$ cat src/rtl/pkt_filter_pkg.sv
// Shared types and constants for the pkt_filter store-and-forward packet filter.
package pkt_filter_pkg;

  typedef enum logic [1:0] {
    IDLE,
    RECV,
    DROP,
    SEND
  } state_e;

  localparam int unsigned STAT_W = 16;

  function automatic logic [STAT_W-1:0] sat_add(input logic [STAT_W-1:0] cnt,
                                                input logic [1:0]        inc);
    logic [STAT_W:0] sum;
    sum = {1'b0, cnt} + {{(STAT_W-1){1'b0}}, inc};
    return sum[STAT_W] ? '1 : sum[STAT_W-1:0];
  endfunction

endpackage

$ cat src/rtl/pkt_filter_buf.sv
// pkt_buf_ram: simple dual-port packet buffer, one write port, one read port with registered read data.
module pkt_buf_ram
  import pkt_filter_pkg::*;
#(
  parameter int unsigned DWIDTH = 16,
  parameter int unsigned AW     = 4
) (
  input  logic              clk_i,
  input  logic              we_i,
  input  logic [AW-1:0]     waddr_i,
  input  logic [DWIDTH-1:0] wdata_i,
  input  logic              re_i,
  input  logic [AW-1:0]     raddr_i,
  output logic [DWIDTH-1:0] rdata_o
);

  logic [DWIDTH-1:0] mem_q [1 << AW];
  logic [DWIDTH-1:0] rdata_q;

  // Read data holds while re_i is low so the output stage can stall on it.
  always_ff @(posedge clk_i) begin
    if (we_i) mem_q[waddr_i] <= wdata_i;
    if (re_i) rdata_q <= mem_q[raddr_i];
  end

  assign rdata_o = rdata_q;

endmodule

$ cat src/rtl/pkt_filter.sv
// pkt_filter: buffers a whole packet and forwards it only if MIN_PKT_LEN <= length <= MAX_PKT_LEN.
// Define PKT_FILTER_STATS_EN to add the drop_cnt_o / pkt_cnt_o statistics outputs.
module pkt_filter
  import pkt_filter_pkg::*;
#(
  parameter int unsigned DWIDTH      = 16,
  parameter int unsigned MAX_PKT_LEN = 13,
  parameter int unsigned MIN_PKT_LEN = 2
) (
  input  logic              clk_i,
  input  logic              rst_n_i,
  input  logic [DWIDTH-1:0] snk_data_i,
  input  logic              snk_startofpacket_i,
  input  logic              snk_endofpacket_i,
  input  logic              snk_valid_i,
  output logic              snk_ready_o,
  output logic [DWIDTH-1:0] src_data_o,
  output logic              src_startofpacket_o,
  output logic              src_endofpacket_o,
  output logic              src_valid_o,
`ifdef PKT_FILTER_STATS_EN
  output logic [STAT_W-1:0] drop_cnt_o,
  output logic [STAT_W-1:0] pkt_cnt_o,
`endif
  input  logic              src_ready_i
);

  localparam int unsigned    CW      = $clog2(MAX_PKT_LEN + 1);
  localparam logic [CW-1:0]  LEN_MAX = CW'(MAX_PKT_LEN);

  function automatic logic legal_len(input int unsigned l);
    return (l >= MIN_PKT_LEN) && (l <= MAX_PKT_LEN);
  endfunction

  state_e            state_q, state_d;
  logic [CW-1:0]     len_q, len_d;
  logic [CW-1:0]     rd_addr_q, rd_addr_d;
  logic [CW-1:0]     rd_idx_q, rd_idx_d;
  logic              rd_vld_q, rd_vld_d;
  logic              snk_ready_q, snk_ready_d;
  logic              src_valid_q, src_valid_d;
  logic              src_sop_q, src_sop_d;
  logic              src_eop_q, src_eop_d;
  logic [DWIDTH-1:0] src_data_q, src_data_d;

  logic              we, re;
  logic [CW-1:0]     waddr;
  logic [DWIDTH-1:0] rdata;
  logic              accept, xfer, out_free;
  logic [1:0]        drop_ev;
  logic              pkt_ev;

  assign accept   = snk_valid_i && snk_ready_q;
  assign xfer     = src_valid_q && src_ready_i;
  assign out_free = !src_valid_q || src_ready_i;

  pkt_buf_ram #(
    .DWIDTH (DWIDTH),
    .AW     (CW)
  ) u_buf (
    .clk_i   (clk_i),
    .we_i    (we),
    .waddr_i (waddr),
    .wdata_i (snk_data_i),
    .re_i    (re),
    .raddr_i (rd_addr_q),
    .rdata_o (rdata)
  );

  always_comb begin
    state_d     = state_q;
    len_d       = len_q;
    rd_addr_d   = rd_addr_q;
    rd_idx_d    = rd_idx_q;
    rd_vld_d    = rd_vld_q;
    src_valid_d = src_valid_q;
    src_sop_d   = src_sop_q;
    src_eop_d   = src_eop_q;
    src_data_d  = src_data_q;
    we          = 1'b0;
    waddr       = len_q;
    re          = 1'b0;
    drop_ev     = '0;
    pkt_ev      = 1'b0;

    case (state_q)
      IDLE, RECV, DROP: begin
        if (accept) begin
          if (snk_startofpacket_i) begin
            we    = 1'b1;
            waddr = '0;
            if (state_q == RECV) drop_ev = drop_ev + 2'd1;
            if (!snk_endofpacket_i) begin
              state_d = RECV;
              len_d   = CW'(1);
            end else if (legal_len(1)) begin
              state_d = SEND;
              len_d   = CW'(1);
            end else begin
              state_d = IDLE;
              len_d   = '0;
              drop_ev = drop_ev + 2'd1;
            end
          end else if (state_q == RECV) begin
            if (snk_endofpacket_i) begin
              if (legal_len(32'(len_q) + 32'd1)) begin
                we      = 1'b1;
                state_d = SEND;
                len_d   = len_q + CW'(1);
              end else begin
                state_d = IDLE;
                len_d   = '0;
                drop_ev = drop_ev + 2'd1;
              end
            end else if (len_q == LEN_MAX) begin
              state_d = DROP;
              len_d   = '0;
              drop_ev = drop_ev + 2'd1;
            end else begin
              we    = 1'b1;
              len_d = len_q + CW'(1);
            end
          end else if (state_q == DROP && snk_endofpacket_i) begin
            state_d = IDLE;
          end
        end
      end

      SEND: begin
        // Two-stage read pipeline: RAM read register feeds the output register;
        // a new read is issued only when the RAM register is free or being drained.
        if (rd_addr_q < len_q && (!rd_vld_q || out_free)) begin
          re        = 1'b1;
          rd_idx_d  = rd_addr_q;
          rd_addr_d = rd_addr_q + CW'(1);
          rd_vld_d  = 1'b1;
        end else if (out_free) begin
          rd_vld_d = 1'b0;
        end

        if (xfer) begin
          src_valid_d = 1'b0;
          src_sop_d   = 1'b0;
          src_eop_d   = 1'b0;
          if (src_eop_q) begin
            state_d   = IDLE;
            len_d     = '0;
            rd_addr_d = '0;
            rd_vld_d  = 1'b0;
            pkt_ev    = 1'b1;
          end
        end

        if (rd_vld_q && out_free) begin
          src_valid_d = 1'b1;
          src_data_d  = rdata;
          src_sop_d   = (rd_idx_q == '0);
          src_eop_d   = (rd_idx_q == len_q - CW'(1));
        end
      end

      default: state_d = IDLE;
    endcase

    snk_ready_d = (state_d != SEND);
  end

  always_ff @(posedge clk_i or negedge rst_n_i) begin
    if (!rst_n_i) begin
      state_q     <= IDLE;
      len_q       <= '0;
      rd_addr_q   <= '0;
      rd_idx_q    <= '0;
      rd_vld_q    <= 1'b0;
      snk_ready_q <= 1'b0;
      src_valid_q <= 1'b0;
      src_sop_q   <= 1'b0;
      src_eop_q   <= 1'b0;
      src_data_q  <= '0;
    end else begin
      state_q     <= state_d;
      len_q       <= len_d;
      rd_addr_q   <= rd_addr_d;
      rd_idx_q    <= rd_idx_d;
      rd_vld_q    <= rd_vld_d;
      snk_ready_q <= snk_ready_d;
      src_valid_q <= src_valid_d;
      src_sop_q   <= src_sop_d;
      src_eop_q   <= src_eop_d;
      src_data_q  <= src_data_d;
    end
  end

  assign snk_ready_o         = snk_ready_q;
  assign src_valid_o         = src_valid_q;
  assign src_startofpacket_o = src_sop_q;
  assign src_endofpacket_o   = src_eop_q;
  assign src_data_o          = src_data_q;

`ifdef PKT_FILTER_STATS_EN
  logic [STAT_W-1:0] drop_cnt_q, drop_cnt_d;
  logic [STAT_W-1:0] pkt_cnt_q, pkt_cnt_d;

  assign drop_cnt_d = sat_add(drop_cnt_q, drop_ev);
  assign pkt_cnt_d  = sat_add(pkt_cnt_q, {1'b0, pkt_ev});

  always_ff @(posedge clk_i or negedge rst_n_i) begin
    if (!rst_n_i) begin
      drop_cnt_q <= '0;
      pkt_cnt_q  <= '0;
    end else begin
      drop_cnt_q <= drop_cnt_d;
      pkt_cnt_q  <= pkt_cnt_d;
    end
  end

  assign drop_cnt_o = drop_cnt_q;
  assign pkt_cnt_o  = pkt_cnt_q;
`else
  logic unused_stats;
  assign unused_stats = ^{drop_ev, pkt_ev};
`endif

endmodule

$ cat config.mk
export PLATFORM = sky130hd
export DESIGN_NAME = pkt_filter
export DESIGN_NICKNAME = d
export VERILOG_FILES = /design/src/rtl/pkt_filter_pkg.sv /design/src/rtl/pkt_filter_buf.sv /design/src/rtl/pkt_filter.sv
export SDC_FILE = /design/constraint.sdc
export NUM_CORES = 1
export LEC_CHECK = 0
export ABC_CLOCK_PERIOD_IN_PS = 3700
export BUFFER_PORTS_ARGS = -buffer_cell sky130_fd_sc_hd__buf_2
export CORE_MARGIN = 5
export CORE_UTILIZATION = 45
export CTS_CLUSTER_DIAMETER = 150
export DETAILED_ROUTE_END_ITERATION = 6
export HOLD_SLACK_MARGIN = 0.06
export SLEW_MARGIN = 10
export SYNTH_ARGS = -nofsm -noshare
export SYNTH_HDL_FRONTEND = slang
export SYNTH_SLANG_ARGS = --single-unit
export TNS_END_PERCENT = 100
$ cat constraint.sdc
create_clock -name clk_i -period 3.7 [get_ports clk_i]
set_input_delay 0.74 -clock clk_i [delete_from_list [all_inputs] [get_ports clk_i]]
set_output_delay 0.74 -clock clk_i [all_outputs]
set_load 0.02 [all_outputs]
# Word level (Yosys, flattened, before mapping)
# Memory sizes are Yosys's and may differ from the RTL's. A register that Yosys moved wholly into a read port is not among the register bits.
# Index checks and enable logic that the tools add are counted.
# totals
regBits	35
latch_bits	0
ramBits	256
romBits	0
input_bits	22
out_inout_bits	20
elab_cells	92
n_memories	1
# mem_list
memory	words	word_bits	rd	rd_clocked_by_memory_dff	write_ports	line	source
u_buf.mem_q	16	16	1	1	1	pkt_filter_buf.sv:17	logic [DWIDTH-1:0] mem_q [1 << AW];
# op_classes
n_addsub	4
mul	0
div	0
magnitude_cmp	3
eq_ne	10
shift	0
n_mux	46
n_bitwise	0
reduce_logical	18
# op_table
operator	count
4-bit two-way mux	14
1-bit two-way mux	21
2-bit two-way mux	9
4-bit by 1-bit adder with 4-bit output, second input constant	2
2-bit inequality test, second input constant	4
4-bit case mux with 2 select lines	1
1-bit logical AND	6
2-bit AND reduction	3
4-bit by 1-bit adder with 5-bit output, second input constant	1
5-bit by 2-bit >= comparator with 1-bit output, second input constant	1
5-bit by 4-bit <= comparator with 1-bit output, second input constant	1
2-bit == test, second input constant	2
4-bit == test	1
4-bit == test, second input constant	1
4-bit logical NOT	1
4-bit less-than comparator	1
2-bit case mux with 2 select lines	1
4-bit AND reduction	1
4-bit by 1-bit subtractor with 4-bit output, second input constant	1
3-bit inequality test, second input constant	1
3-bit OR reduction	1
2-bit by 1-bit == test with 1-bit output, second input constant	1
1-bit logical NOT	2
2-bit logical NOT	1
other kinds (2)	3

# Logic depth before layout (Yosys ltp)
# logic_depth
depth_word	11
depth_mapped	9

# Cells and area by module
# From an unflattened synthesis, not the netlist that was laid out.
# unflattened
cells_unflattened	606
hier_area_um2	12077.8
# by_module_without_submodules
mod	instances	cells_per_inst	area_per_inst_um2	seq_area_each_um2
pkt_buf_ram	1	432	10202.3	8167.8
pkt_filter	1	174	1875.5	875.8

# Worst setup path before layout
# No wires, ideal clock.
# synth_path
path_type	register -> register
start	register len_q[0]
end	memory u_buf.mem_q[1][0], enable pin
setup_time_ns	0.430
arrival_time_ns	3.543
setup_slack_ns	-0.274
stages_incl_launch_ff	9
path_buffers	1
synth_period_minus_slack_ns	3.974
path_cell_list	dfrtp_1 > buf_1 > inv_1 > ha_1 > nor2b_1 > o311ai_1 > mux2i_1 > o21ai_2 > nor4_1
# synth_via
elab_chain_cells	11
word_cells_on_any_way	17
# synth_rtl
element	line	source
start: declaration	pkt_filter.sv:36	logic [CW-1:0] len_q, len_d;
start signal: assignment	pkt_filter.sv:182	len_q <= len_d;
4-bit by 1-bit adder with 5-bit output	pkt_filter.sv:106	if (legal_len(32'(len_q) + 32'd1)) begin
5-bit by 2-bit >= comparator with 1-bit output or 5-bit by 4-bit <= comparator with 1-bit output (tied branches)	pkt_filter.sv:32	return (l >= MIN_PKT_LEN) && (l <= MAX_PKT_LEN);
1-bit logical AND	pkt_filter.sv:32	
1-bit two-way mux	pkt_filter.sv:106	
1-bit two-way mux	pkt_filter.sv:105	if (snk_endofpacket_i) begin
1-bit two-way mux	pkt_filter.sv:104	end else if (state_q == RECV) begin
1-bit two-way mux	pkt_filter.sv:89	if (snk_startofpacket_i) begin
1-bit two-way mux	pkt_filter.sv:88	if (accept) begin
1-bit two-way mux	pkt_filter.sv:86	case (state_q)
1-bit two-way mux	pkt_filter_buf.sv:22	if (we_i) mem_q[waddr_i] <= wdata_i;
1-bit two-way mux (not written as such)	pkt_filter_buf.sv:22	
end: declaration	pkt_filter_buf.sv:17	
# Parallel ways exist; a longest one is shown, timed or not.

# Worst setup path after layout
# layout_path
start	register len_q[1]
end	memory u_buf.mem_q[8][2], enable pin
# Same word-level chain as after synthesis.

==> run_results.csv <==
group,metric,value,unit
logic_synthesis,syn_area,12100,um2
logic_synthesis,synth_warnings,0,
final_layout,fill_cells,2125,
logic_synthesis,syn_inst,576,
logic_synthesis,synth.distinct_cells,46,
logic_synthesis,synth-seq-cells,307,
drt,drc,0,
critical_path,crit_top_cell,"buf_4",
clock_network,clkTransAtPathRegs,60,ps
critical_path,critPathMaxStageDelay,660,ps
power_and_ir_drop,power_leakage,4.59,nW
power_and_ir_drop,irDropWorstVdd,0.352,mV
timing,rsz0062_at_grt,"false",
floorplanning,core,26700,um2
critical_path,cp.required,3940,ps
job,drv_cap,0,
logic_synthesis,avgSynthCellArea,21.1,um2
grt,grt_max_degree,68,
timing,fin_crit_sh,0.847,
logic_synthesis,yosys.area.top_type,"edfxtp_1",
timing,fmax,0.319,GHz
drt,num_vias,5899,
clock_network,h-tree-depth,1,
clock_network,cts_tree,"built",
logic_synthesis,yosys.area.top_type_share,0.673,
power_and_ir_drop,power.total,10.1,mW
hold_path,min_path_type,"in2async",
drt,viasPerCell,5.83,
placed_design,gp_congestion,0.916,
drt,dr.pass1.iters,5,
timing,finalHoldViolations,0,
grt,overflow,0,
timing,slew_headroom,0.334,
outcome,run_status,"finished, final reports clean",
clock_network,post-cts-setup-buffers,0,
logic_synthesis,synth_nets,607,
timing,slew_viol_final,0,
power_and_ir_drop,powerDensity,725,nW/um2
final_layout,n_antenna_cell,0,
clock_network,ctsRootBufferMaster,"clkbuf_16",
logic_synthesis,seq_area_frac_synth,0.745,
critical_path,ff2ff_setup_slack,560,ps
critical_path,critPathKind,"reg2reg",
grt,antenna_found_initial,2,
clock_network,clk_path_buf_depth,3,
drt,dr.first_iter.drc_count,583,
critical_path,crit_slowest_cell,"dfrtp_1",
critical_path,path_cells,"inv_1, ha_1, nor2b_1, o311ai_1, mux2i_1, o21ai_2, buf_4, nor4_2, buf_4",
clock_network,cts_buffers,31,
floorplanning,dieHeight,174,um
floorplanning,start_util,0.454,
grt,grt_pass1_wl,41300,um
logic_synthesis,synth.area.top_cells,"edfxtp_1 67%, mux4_2 15%, dfrtp_1 7.2%, mux2_2 1.8%, ha_1 0.93%",
timing,finalSetupTns,0,ps
floorplanning,ios,42,
clock_network,post_cts_resized,0,
final_layout,drive_gt1_frac,0.343,
drt,wl,27600,um
placed_design,dp_hpwl,17500,um
timing,finalClockSkew,8.01,ps
critical_path,start_kind,"flop",
critical_path,arrival,3370,ps
drt,avgRoutedWirePerCell,27.3,um
floorplanning,fp.dieW,174,um
grt,gr-usage-all-layers,0.184,
clock_network,cts_sinks,307,
critical_path,critPathTopFamily,"buffers and inverters",
floorplanning,dieArea,30300,um2
final_layout,final_nets,676,
grt,grt_pass1_vias,6200,
final_layout,syn2layout_area_growth,14.5,%
critical_path,cp_max_fo,18,
critical_path,worst-path-buf-inv,3,
clock_network,cts_hold_buf,0,
timing,min_period,3140,ps
floorplanning,rows,60,
critical_path,end_kind,"flop",
clock_network,clock_latency,550,ps
drt,drtAntennaViolNets,0,
timing,setup_viol,0,
timing,worst_pin_slew,998,ps
placed_design,io_buffers,41,
## routing by layer
layer / vias to the layer above / routed length [um] / global-route usage
li1: 2516 / - / -
met1: 3145 / 11600 / 0.261
met2: 202 / 13700 / 0.299
met3: 36 / 1700 / 0.0289
met4: 0 / 651 / 0.0528
met5: - / 0 / 0
## synth_stat cells (all sizes together)
library cell / count
a32oi: 1
inv: 13
o32ai: 1
nor2b: 1
nor4: 9
o31ai: 2
o21ai: 12
buf: 20
xor2: 4
mux4: 80
nor2: 5
and3: 1
clkbuf: 10
nand3: 6
o311ai: 4
a22o: 2
nand2b: 5
and2: 2
a21boi: 1
ha: 9
nand2: 21
xnor2: 6
a211oi: 2
or3: 3
o2111ai: 1
nor3: 12
dfrtp: 35
o41ai: 1
mux2: 19
or4b: 1
a21oi: 6
nand4: 2
o211ai: 2
mux2i: 3
a31oi: 2
edfxtp: 272
## sequential cells by signal, summed over array words and instances (netlist names)
name,flops
len_q,4
rd_addr_q,4
rd_idx_q,4
rd_vld_q,1
snk_ready_o,1
src_data_o,16
src_endofpacket_o,1
src_startofpacket_o,1
src_valid_o,1
state_q,2
u_buf.mem_q,256
u_buf.rdata_o,16
## per-stage QoR
step / utilization / setup WS [ps] / cells / area, um2 / hold slack (ps)
2_1_floorplan: - / -274 / 576 / 12100 / 444
3_3_place_gp: 0.482 / 756 / 953 / 12900 / 462
3_5_place_dp: 0.482 / 651 / 953 / 12900 / 464
4_1_cts: 0.520 / 618 / 1011 / 13900 / 373
5_1_grt: 0.520 / 413 / 1011 / 13900 / 399
6_report: 0.520 / 565 / 1011 / 13900 / 324
## where the power goes
group          total (mW)  leakage, nW  switching, mW  internal [mW]
sequential           4.35         2.89          0.264           4.08
clock                3.02        0.479           1.23           1.79
combinational        2.71         1.22           1.45           1.26
## cell type report
type | count | area [um2] | area share
Inverter | 13 | 48.8 | 0.00351
Timing Repair Buffer | 66 | 405 | 0.0292
Clock buffer | 42 | 837 | 0.0603
Multi-Input combinational cell | 226 | 2960 | 0.213
Sequential cell | 307 | 9050 | 0.652
Tap cell | 341 | 427 | 0.0307
Clock inverter | 16 | 156 | 0.0113
## worst paths after layout
kind                                                  start                          end  cells after the start
min in group clk_i              u_buf.rdata_o[10]$_DFFE_PP_   src_data_o[10]$_DFFE_PN0P_                      1
worst max-delay path                   len_q[1]$_DFFE_PN0P_  u_buf.mem_q[8][2]$_DFFE_PP_                      9
worst min register to register  u_buf.rdata_o[10]$_DFFE_PP_   src_data_o[10]$_DFFE_PN0P_                      1
worst min-delay path                                rst_n_i   src_data_o[10]$_DFFE_PN0P_                      1
max in group asynchronous                           rst_n_i     rd_addr_q[0]$_DFFE_PN0P_                      1
worst max register to register         len_q[1]$_DFFE_PN0P_  u_buf.mem_q[8][2]$_DFFE_PP_                      9
## cells by family (layout without fill, tap and decap cells)
logic type      Yosys count  in the layout  share of synthesized area
simple gates             68             68                     0.0296
fa+ha+maj                 9              9                    0.00928
flops                   307            307                      0.745
mux                     102            102                      0.169
xor+xnor                 10             10                    0.00784
compound gates           37             37                     0.0207
buf+inv                  43            137                     0.0185
## placed cells by master, fill, tap and decap left out, types with 4 or more instances in the layout
master	netlist	final
mux4_2	80	80
nand3_1	5	5
clkinv_2	0	4
mux2_2	19	19
dfrtp_1	35	33
buf_4	0	24
edfxtp_1	272	272
nand2b_1	5	5
nand2_1	21	21
clkbuf_1	10	9
xnor2_1	5	5
nor4_2	2	4
ha_1	9	9
a21oi_1	6	6
inv_1	13	13
buf_2	11	41
nor3_2	0	9
o21ai_0	9	9
clkbuf_16	0	31
clkinv_1	0	6
nor2_1	5	5
xor2_1	4	4
Note: power is estimated with default switching activity, not from simulation.
